===== config.mk =====
export PLATFORM = sky130hd
export DESIGN_NAME = fpu_arbiter_flat
export DESIGN_NICKNAME = d
export VERILOG_FILES = /design/src/rtl/fpu_arbiter_if.sv /design/src/rtl/fpu_arbiter.sv /design/src/flat_wrapper.sv
export SDC_FILE = /design/constraint.sdc
export NUM_CORES = 1
export LEC_CHECK = 0
export CORE_ASPECT_RATIO = 1.4
export CORE_MARGIN = 4
export CORE_UTILIZATION = 42
export CTS_CLUSTER_SIZE = 10
export DETAILED_ROUTE_END_ITERATION = 10
export GPL_TIMING_DRIVEN = 0
export PLACE_DENSITY = 0.86
export SLEW_MARGIN = 10
export SYNTH_ARGS = -nofsm -noshare
export SYNTH_HDL_FRONTEND = slang
export SYNTH_SLANG_ARGS = --single-unit

===== constraint.sdc =====
create_clock -name clock100KHz -period 5.5 [get_ports clock100KHz]
set_clock_uncertainty 0.2 [all_clocks]
set_input_delay 0.55 -clock clock100KHz [delete_from_list [all_inputs] [get_ports clock100KHz]]
set_output_delay 0.55 -clock clock100KHz [all_outputs]
set_load 0.1 [all_outputs]

===== src/rtl/fpu_arbiter_if.sv =====
// Requester and response handshake bundle between two FPU clients, the
// arbiter and the result consumer.
interface fpu_arbiter_if;
   logic        req0_valid;
   logic        req0_ready;
   logic [31:0] req0_a;
   logic [31:0] req0_b;
   logic        req1_valid;
   logic        req1_ready;
   logic [31:0] req1_a;
   logic [31:0] req1_b;
   logic        rsp_valid;
   logic        rsp_ready;
   logic        rsp_id;
   logic [31:0] rsp_data;
   logic [3:0]  rsp_status;

   modport slave (
      input  req0_valid, req0_a, req0_b,
      input  req1_valid, req1_a, req1_b,
      input  rsp_ready,
      output req0_ready, req1_ready,
      output rsp_valid, rsp_id, rsp_data, rsp_status
   );

   modport master (
      output req0_valid, req0_a, req0_b,
      output req1_valid, req1_a, req1_b,
      output rsp_ready,
      input  req0_ready, req1_ready,
      input  rsp_valid, rsp_id, rsp_data, rsp_status
   );
endinterface


===== src/rtl/fpu_arbiter.sv =====
// Round-robin arbiter sharing one fixed-latency FPU between two requesters,
// one operation in flight, result held until the consumer takes it.
//
// state | meaning
// IDLE  | waiting for a request; grant computed combinationally
// LOAD  | one cycle with the FPU held in reset on the new operands
// RUN   | down-counting the FPU latency, capture on terminal count
// RESP  | result held on the response port until taken
module fpu_arbiter #(
   parameter int unsigned WAIT_CYCLES = 40
) (
   input  logic          clock100KHz,
   input  logic          reset,
   fpu_arbiter_if.slave  bus,
   output logic [31:0]   fpu_op_a,
   output logic [31:0]   fpu_op_b,
   output logic          fpu_reset,
   input  logic [31:0]   fpu_data,
   input  logic [3:0]    fpu_status,
   output logic          busy,
   output logic [7:0]    ovf_count
);

   localparam logic [7:0] CNT_LOAD = 8'(WAIT_CYCLES - 1);

   typedef enum logic [1:0] {IDLE, LOAD, RUN, RESP} state_t;

   state_t      state;
   logic        last_grant;
   logic [7:0]  counter;
   logic        rsp_valid;
   logic        rsp_id;
   logic [31:0] rsp_data;
   logic [3:0]  rsp_status;
   logic        grant0;
   logic        grant1;

   // Reset gating keeps both readies low while the block is held in reset.
   always_comb begin
      grant0 = 1'b0;
      grant1 = 1'b0;
      if (reset && state == IDLE) begin
         if (bus.req0_valid && (!bus.req1_valid || last_grant))
            grant0 = 1'b1;
         else if (bus.req1_valid)
            grant1 = 1'b1;
      end
   end

   assign bus.req0_ready = grant0;
   assign bus.req1_ready = grant1;
   assign bus.rsp_valid  = rsp_valid;
   assign bus.rsp_id     = rsp_id;
   assign bus.rsp_data   = rsp_data;
   assign bus.rsp_status = rsp_status;
   assign busy           = (state != IDLE);

   always_ff @(posedge clock100KHz or negedge reset) begin
      if (!reset) begin
         state      <= IDLE;
         last_grant <= 1'b1;
         counter    <= 8'd0;
         rsp_valid  <= 1'b0;
         rsp_id     <= 1'b0;
         rsp_data   <= 32'd0;
         rsp_status <= 4'd0;
         fpu_op_a   <= 32'd0;
         fpu_op_b   <= 32'd0;
         fpu_reset  <= 1'b0;
         ovf_count  <= 8'd0;
      end else begin
         case (state)
            IDLE: begin
               fpu_reset <= 1'b1;
               if (grant0 || grant1) begin
                  fpu_op_a   <= grant1 ? bus.req1_a : bus.req0_a;
                  fpu_op_b   <= grant1 ? bus.req1_b : bus.req0_b;
                  rsp_id     <= grant1;
                  last_grant <= grant1;
                  fpu_reset  <= 1'b0;
                  state      <= LOAD;
               end
            end
            LOAD: begin
               fpu_reset <= 1'b1;
               counter   <= CNT_LOAD;
               state     <= RUN;
            end
            RUN: begin
               if (counter == 8'd0) begin
                  rsp_data   <= fpu_data;
                  rsp_status <= fpu_status;
                  rsp_valid  <= 1'b1;
                  if (fpu_status[2] && ovf_count != 8'hFF)
                     ovf_count <= ovf_count + 8'd1;
                  state      <= RESP;
               end else begin
                  counter <= counter - 8'd1;
               end
            end
            RESP: begin
               if (bus.rsp_ready) begin
                  rsp_valid <= 1'b0;
                  state     <= IDLE;
               end
            end
            default: state <= IDLE;
         endcase
      end
   end

endmodule


===== src/flat_wrapper.sv =====
// flat-port wrapper written by rule: the top's interface ports become plain ports
module fpu_arbiter_flat 
#(
   parameter int unsigned WAIT_CYCLES = 40
)
  (clock100KHz, reset, fpu_op_a, fpu_op_b, fpu_reset, fpu_data, fpu_status, busy, ovf_count, bus_req0_valid, bus_req0_a, bus_req0_b, bus_req1_valid, bus_req1_a, bus_req1_b, bus_rsp_ready, bus_req0_ready, bus_req1_ready, bus_rsp_valid, bus_rsp_id, bus_rsp_data, bus_rsp_status);
  fpu_arbiter_if bus_i ();
  input  logic clock100KHz;
  input  logic reset;
  output logic [31:0] fpu_op_a;
  output logic [31:0] fpu_op_b;
  output logic fpu_reset;
  input  logic [31:0] fpu_data;
  input  logic [3:0] fpu_status;
  output logic busy;
  output logic [7:0] ovf_count;
  input wire logic [$bits(bus_i.req0_valid)-1:0] bus_req0_valid;
  input wire logic [$bits(bus_i.req0_a)-1:0] bus_req0_a;
  input wire logic [$bits(bus_i.req0_b)-1:0] bus_req0_b;
  input wire logic [$bits(bus_i.req1_valid)-1:0] bus_req1_valid;
  input wire logic [$bits(bus_i.req1_a)-1:0] bus_req1_a;
  input wire logic [$bits(bus_i.req1_b)-1:0] bus_req1_b;
  input wire logic [$bits(bus_i.rsp_ready)-1:0] bus_rsp_ready;
  output wire logic [$bits(bus_i.req0_ready)-1:0] bus_req0_ready;
  output wire logic [$bits(bus_i.req1_ready)-1:0] bus_req1_ready;
  output wire logic [$bits(bus_i.rsp_valid)-1:0] bus_rsp_valid;
  output wire logic [$bits(bus_i.rsp_id)-1:0] bus_rsp_id;
  output wire logic [$bits(bus_i.rsp_data)-1:0] bus_rsp_data;
  output wire logic [$bits(bus_i.rsp_status)-1:0] bus_rsp_status;
  assign bus_i.req0_valid = bus_req0_valid;
  assign bus_i.req0_a = bus_req0_a;
  assign bus_i.req0_b = bus_req0_b;
  assign bus_i.req1_valid = bus_req1_valid;
  assign bus_i.req1_a = bus_req1_a;
  assign bus_i.req1_b = bus_req1_b;
  assign bus_i.rsp_ready = bus_rsp_ready;
  assign bus_req0_ready = bus_i.req0_ready;
  assign bus_req1_ready = bus_i.req1_ready;
  assign bus_rsp_valid = bus_i.rsp_valid;
  assign bus_rsp_id = bus_i.rsp_id;
  assign bus_rsp_data = bus_i.rsp_data;
  assign bus_rsp_status = bus_i.rsp_status;
  fpu_arbiter #(.WAIT_CYCLES(WAIT_CYCLES)) u_core (.clock100KHz(clock100KHz), .reset(reset), .bus(bus_i), .fpu_op_a(fpu_op_a), .fpu_op_b(fpu_op_b), .fpu_reset(fpu_reset), .fpu_data(fpu_data), .fpu_status(fpu_status), .busy(busy), .ovf_count(ovf_count));
endmodule

### Word level (Yosys, flattened, before mapping)

Cells that the tools add are included.

| word-level totals | value |
|---|---|
| output and inout bits | 114 |
| bits in registers | 122 |
| input port bits | 169 |
| logic and storage cells | 57 |

| operators by class | value |
|---|---|
| eq/ne operators | 8 |
| muxes and demuxes | 18 |
| reductions and logical operators | 18 |
| add/sub/neg operators | 2 |

Operators with widths:

| kind | count |
|---|---|
| $mux W32 | 2 |
| $pmux W8 S2 | 1 |
| $reduce_and A3 Y1 | 3 |
| $add A8 B1 Y8 const B | 1 |
| $logic_not A8 Y1 | 1 |
| $mux W1 | 8 |
| $mux W8 | 1 |
| $ne A8 B8 Y1 const B | 1 |
| $pmux W2 S4 | 1 |
| $reduce_bool A2 Y1 | 4 |
| $sub A8 B1 Y8 const B | 1 |
| $mux W2 | 3 |
| $ne A2 B2 Y1 const B | 3 |
| $reduce_and A2 Y1 | 3 |
| $eq A2 B2 Y1 const B | 2 |
| $pmux W1 S2 | 2 |
| $logic_and A1 B1 Y1 | 3 |
| $eq A2 B1 Y1 const B | 1 |
| $logic_not A2 Y1 | 1 |
| $logic_or A1 B1 Y1 | 2 |
| $ne A2 B1 Y1 const B | 1 |
| $logic_not A1 Y1 | 1 |

### Logic depth before layout (Yosys ltp)

| logic depth | value |
|---|---|
| depth in word-level cells | 8 |
| gate-level depth with buffers | 8 |
| depth with buffers taken out | 6 |

### Least setup slack after synthesis

OpenSTA, ideal clock, no wires.

| timing path | value |
|---|---|
| path type | flip-flop to output port |
| start point | reg u_core.state[0] |
| end point | out bus_req0_ready |
| arrival time | 2.026 ns |
| stages on the path, launching flop included | 6 |
| path buffers | 1 |
| slack | 2.724 ns |
| path through | dfrtp_1 > inv_1 > ha_1 > nand3_1 > a21oi_1 > clkbuf_1 |

| between the ends | value |
|---|---|
| cells in the longest elaborated chain, start to end | 3 |

Ends and longest elaborated chain:

| item | RTL line | RTL |
|---|---|---|
| start, declared | fpu_arbiter.sv:28 | `state_t state;` |
| start signal, assigned | fpu_arbiter.sv:60 | `state <= IDLE;` |
| start signal, assigned | fpu_arbiter.sv:81 | `state <= LOAD;` |
| start signal, assigned | fpu_arbiter.sv:87 | `state <= RUN;` |
| $logic_not A2 Y1 | fpu_arbiter.sv:42 | `if (reset && state == IDLE) begin` |
| $logic_and A1 B1 Y1 | fpu_arbiter.sv:42 |  |
| $mux W1 | fpu_arbiter.sv:42 |  |
| end, declared | flat_wrapper.sv:24 | `output wire logic [$bits(bus_i.req0_ready)-1:0] bus_req0_ready;` |

No other way between the ends.

### Final worst setup path

| timing path | value |
|---|---|
| start point | in reset |
| end point | out bus_req0_ready |

| between the ends | value |
|---|---|
| cells in the longest elaborated chain, start to end | 2 |

Ends and longest elaborated chain:

| item | RTL line | RTL |
|---|---|---|
| start, declared | flat_wrapper.sv:9 | `input logic reset;` |
| $logic_and A1 B1 Y1 | fpu_arbiter.sv:42 |  |
| $mux W1 | fpu_arbiter.sv:42 |  |

No other way between the ends.

==> metrics.log <==
[metrics] pwr/cell area: between 600 and 700 nW/um2
[metrics] combined area of the multi-input logic cells: 2020 um2
[metrics] number of vias after detailed routing: about 5200
[metrics] cell area after layout: around 8800 um2
[metrics] depth of the worst register-to-register path: 8
[metrics] number of instances in the synthesized netlist: approximately 550
[metrics] area of the placeable core: 12000 um2
[metrics] max capacitance violation total: 0
[metrics] leakage: between 4 and 5 nW
[metrics] share of the clock period used by the worst path: 0.807
[metrics] area overhead of the layout relative to synthesis: 69.2%
[metrics] CP Data Arrival Time: between 3 and 4 ns
[metrics] Net Count, Synth: 725
[metrics] path class of the lowest-slack min-delay path: flop to flop
[metrics] unrepaired setup endpoints after global routing: false
[metrics] die footprint: 14300 um2
[metrics] category of the worst setup path capture point: output pin
[metrics] number of unique standard cell types used by synthesis: 40
[metrics] Final setup viols: 0
[metrics] clock sink total: 122
[metrics] port bufs: 282
[metrics] Setup crit end: bus_req0_ready
[metrics] leading cell types in the layout, fill and taps excluded: sky130_fd_sc_hd__clkdlybuf4s50_1, sky130_fd_sc_hd__nand2_1, sky130_fd_sc_hd__dfrtp_1
[metrics] height of the die: between 100 and 150 um
[metrics] fin. max-slew vios: 0
[metrics] detail-routed net length per standard cell: 17.9 um
[metrics] number of warnings reported in the yosys synthesis log: 0
[metrics] cell types with the largest area share after synthesis: sky130_fd_sc_hd__dfrtp_1, sky130_fd_sc_hd__nand2_1, sky130_fd_sc_hd__a22oi_1
[metrics] area used by sequential logic in the layout: 3050 um2
[metrics] cell-by-cell listing of the critical path: dlygate4sd3_1 -> buf_6 -> nand3_1 -> a21oi_1 -> clkbuf_1 -> clkdlybuf4s50_1
[metrics] mean instance size in the synthesized netlist: 9.53 um2
[metrics] actual slew at the worst max-slew pin: 1.06 ns
[metrics] TritonCTS Buffers: 17
[metrics] Finished Layout Cells: 1011
[metrics] start point of the critical path: reset
[metrics] Rows: 47
[metrics] vias in the first global route: 5592
[metrics] fraction of the yosys area taken by sequential cells: 0.585
[metrics] root buffer cell: sky130_fd_sc_hd__clkbuf_16
[metrics] number of endpoints with negative hold slack in the final report: 0
[metrics] startpoint type of the worst setup path: input pin
[metrics] Total Wirelength: 18100 um
[metrics] critical register-to-register path endpoint: u_core.fpu_op_b[5]
[metrics] area after detailed placement: 8260 um2
[metrics] CTS HTree Levels: 4
[metrics] Bufs on Longest Clock Path: 2
[metrics] largest net degree at the start of global routing: 75
[metrics] number of top-level design ports: 283
[metrics] kind of cell adding the most delay to the critical path: buffers and inverters
[metrics] Clk Latency, worst-skew pair: 0.41 ns
[metrics] register bit total from synthesis: 122
[metrics] area share of the largest cell type after synthesis: 0.580
[metrics] x dimension of the die: 102 um
[metrics] maximum achievable frequency: around 230 MHz
[metrics] gr usage total: 0.253
[metrics] global-route wire length before repair: 27800 um
[metrics] Detail Route Antenna Nets: 0
[metrics] remaining max-slew budget at the tightest pin: 0.290
[metrics] largest area contributor in the synthesized netlist: sky130_fd_sc_hd__dfrtp_1
[metrics] via density per instance: 5.17
[metrics] Reg clk slew, reported paths: 0.05 ns
[metrics] maximum net fanout on the critical path: 53
[metrics] CTS tree: done
[metrics] outcome: complete, no violations
[metrics] maximum vdd drop: just under 400 uV
[metrics] Post-Syn Area: 5220 um2
[metrics] number of fill cells: 820
[metrics] most common library cell in the layout ignoring fill and taps: sky130_fd_sc_hd__clkdlybuf4s50_1
[metrics] starting density of the core: 0.435
[metrics] Crit path largest cell delay: around 1.2 ns
[metrics] Period minus WS final: about 4.4 ns
[metrics] Final Total Pwr: 5.59 mW
[metrics] data required time of the worst path: 4.75 ns
[metrics] number of buffers and inverters on the critical path: 4
[metrics] count of TritonRoute iterations in the first routing pass: 5
[metrics] Final #Nets: a little over 1000
[metrics] routability congestion estimate from global placement: between 0.8 and 0.9
[metrics] reg2reg setup slack: 2.65 ns
[metrics] Initial DRC Count: 180
[metrics] post-route worst hold slack: around 0.27 ns
[metrics] total overflow reported by the global router: 0
[metrics] detailed placer's ending HPWL: roughly 14000 um
[metrics] startpoint of the worst-slack reg-to-reg timing path: u_core.state[0]
[metrics] DP Cell Count: 978
[metrics] number of cells on the critical path: 6
[metrics] kind of critical path: input pin to output pin
[metrics] drt drc: 0
[metrics] cell at the slowest stage of the critical path: sky130_fd_sc_hd__clkdlybuf4s50_1
[metrics] initial antenna violation count: 1
[metrics] share of cells above drive strength 1: 0.0602
[metrics] Antenna diodes: 0
## cells in the mapped netlist
cell type / instances
sky130_fd_sc_hd__nor2b_1: 1
sky130_fd_sc_hd__a31o_2: 1
sky130_fd_sc_hd__nor4_1: 2
sky130_fd_sc_hd__mux2_4: 1
sky130_fd_sc_hd__nor4b_4: 1
sky130_fd_sc_hd__inv_1: 8
sky130_fd_sc_hd__nor3_1: 3
sky130_fd_sc_hd__xnor2_1: 2
sky130_fd_sc_hd__ha_1: 8
sky130_fd_sc_hd__mux2_2: 2
sky130_fd_sc_hd__nand3b_1: 1
sky130_fd_sc_hd__nand4_1: 3
sky130_fd_sc_hd__o211ai_1: 2
sky130_fd_sc_hd__dfstp_2: 1
sky130_fd_sc_hd__and3_1: 1
sky130_fd_sc_hd__a2111oi_2: 1
sky130_fd_sc_hd__buf_2: 6
sky130_fd_sc_hd__mux2i_1: 2
sky130_fd_sc_hd__a22o_1: 1
sky130_fd_sc_hd__a311oi_1: 1
sky130_fd_sc_hd__nand3_4: 1
sky130_fd_sc_hd__clkbuf_1: 18
sky130_fd_sc_hd__or3_2: 2
sky130_fd_sc_hd__o32ai_1: 1
sky130_fd_sc_hd__xor2_1: 5
sky130_fd_sc_hd__a21oi_1: 8
sky130_fd_sc_hd__buf_1: 5
sky130_fd_sc_hd__o21ai_4: 1
sky130_fd_sc_hd__or3_4: 1
sky130_fd_sc_hd__a22oi_1: 64
sky130_fd_sc_hd__dfrtp_1: 121
sky130_fd_sc_hd__or4b_4: 1
sky130_fd_sc_hd__or2_2: 1
sky130_fd_sc_hd__nand2_1: 246
sky130_fd_sc_hd__a31oi_1: 3
sky130_fd_sc_hd__o21ai_0: 5
sky130_fd_sc_hd__nor2_1: 8
sky130_fd_sc_hd__nand2b_1: 3
sky130_fd_sc_hd__nor3b_1: 1
sky130_fd_sc_hd__nand3_1: 5
## area by class of cell
| class | instances | share of cell area |
|---|---|---|
| multi-input combinational | 389 | 0.229 |
| buffer | 29 | 0.0132 |
| inverter | 8 | 0.00340 |
| clock buffer | 20 | 0.0505 |
| clock inverter | 12 | 0.0142 |
| timing repair buffer | 284 | 0.324 |
| sequential | 122 | 0.345 |
| tap | 147 | 0.0208 |
## per-stage QoR
stage | worst slack (ns) | setup TNS [ns] | util
after floorplan | 2.72 | 0 | -
after global placement | -2.63 | -246.00 | 0.686
after detailed placement | 1.54 | 0 | 0.688
after CTS | 1.00 | 0 | 0.737
after global routing | 0.792 | 0 | 0.737
final | 1.06 | 0 | 0.737
## logic make-up (layout without fill, tap and decap cells)
| kind of cell | count (synthesis) | after routing | synth area share |
|---|---|---|---|
| AO/OA/AOI/OAI | 88 | 88 | 0.124 |
| flip-flops | 122 | 122 | 0.585 |
| AND/OR/NAND/NOR | 281 | 281 | 0.222 |
| multiplexers | 5 | 5 | 0.0110 |
| buffers and inverters | 37 | 353 | 0.0280 |
| adder cells (fa/ha/maj) | 8 | 8 | 0.0192 |
| XOR/XNOR | 7 | 7 | 0.0117 |
## sequential cells by signal, summed over array words and instances (netlist names)
signal	cells
u_core.bus.rsp_status	4
u_core.fpu_op_b	32
u_core.ovf_count	8
u_core.fpu_reset	1
u_core.fpu_op_a	32
u_core.bus.rsp_valid	1
u_core.bus.rsp_id	1
u_core.last_grant	1
u_core.counter	8
u_core.bus.rsp_data	32
u_core.state	2
## power by group
group | total, mW | leakage, nW | switching, mW | internal [mW]
Combinational | 3.15 | 2.29 | 2.41 | 0.747
Clock | 1.07 | 0.276 | 0.391 | 0.675
Sequential | 1.37 | 1.54 | 0.188 | 1.18
Total | 5.59 | 4.10 | 2.99 | 2.61
## worst min-delay path by stage
stage	endpoint	from	depth (start not counted)	slack, ns
finish	u_core.fpu_op_b[10]	u_core.fpu_op_b[10]	2	0.27
global placement	u_core.bus.rsp_data[24]	u_core.bus.rsp_data[24]	2	0.26
CTS	u_core.fpu_op_a[26]	u_core.fpu_op_a[26]	2	0.28
floorplan	u_core.bus.rsp_data[0]	reset	0	0.05
detailed placement	u_core.fpu_op_a[8]	u_core.fpu_op_a[8]	2	0.26
global route	u_core.fpu_op_a[28]	u_core.fpu_op_a[28]	2	0.29
## worst register-to-register path: stages (launching register included)
cell and delay, ns:
sky130_fd_sc_hd__dfrtp_1 0.40, sky130_fd_sc_hd__inv_1 0.14, sky130_fd_sc_hd__ha_1 0.27, sky130_fd_sc_hd__nand3_1 0.09, sky130_fd_sc_hd__a21oi_1 0.37, sky130_fd_sc_hd__clkbuf_1 0.51
sky130_fd_sc_hd__buf_1 0.51, sky130_fd_sc_hd__a22oi_1 0.19, sky130_fd_sc_hd__nand2_1 0.11
## timing repair
action,4_1_cts,5_1_grt
hold buffers,1,0
gates resized for setup,0,0
endpoints found under the setup margin,0,0
buffers inserted,0,0
hold endpoints to repair,47,0
## metal layers
metal / vias up / track usage / part of all wire
met4: 2 / 0.109 / 0.036
met3: 52 / 0.0896 / 0.11
li1: 2446 / - / -
met5: - / 0 / 0.00066
met1: 2451 / 0.258 / 0.33
met2: 273 / 0.455 / 0.52
Note: power is estimated with default switching activity, not from simulation.
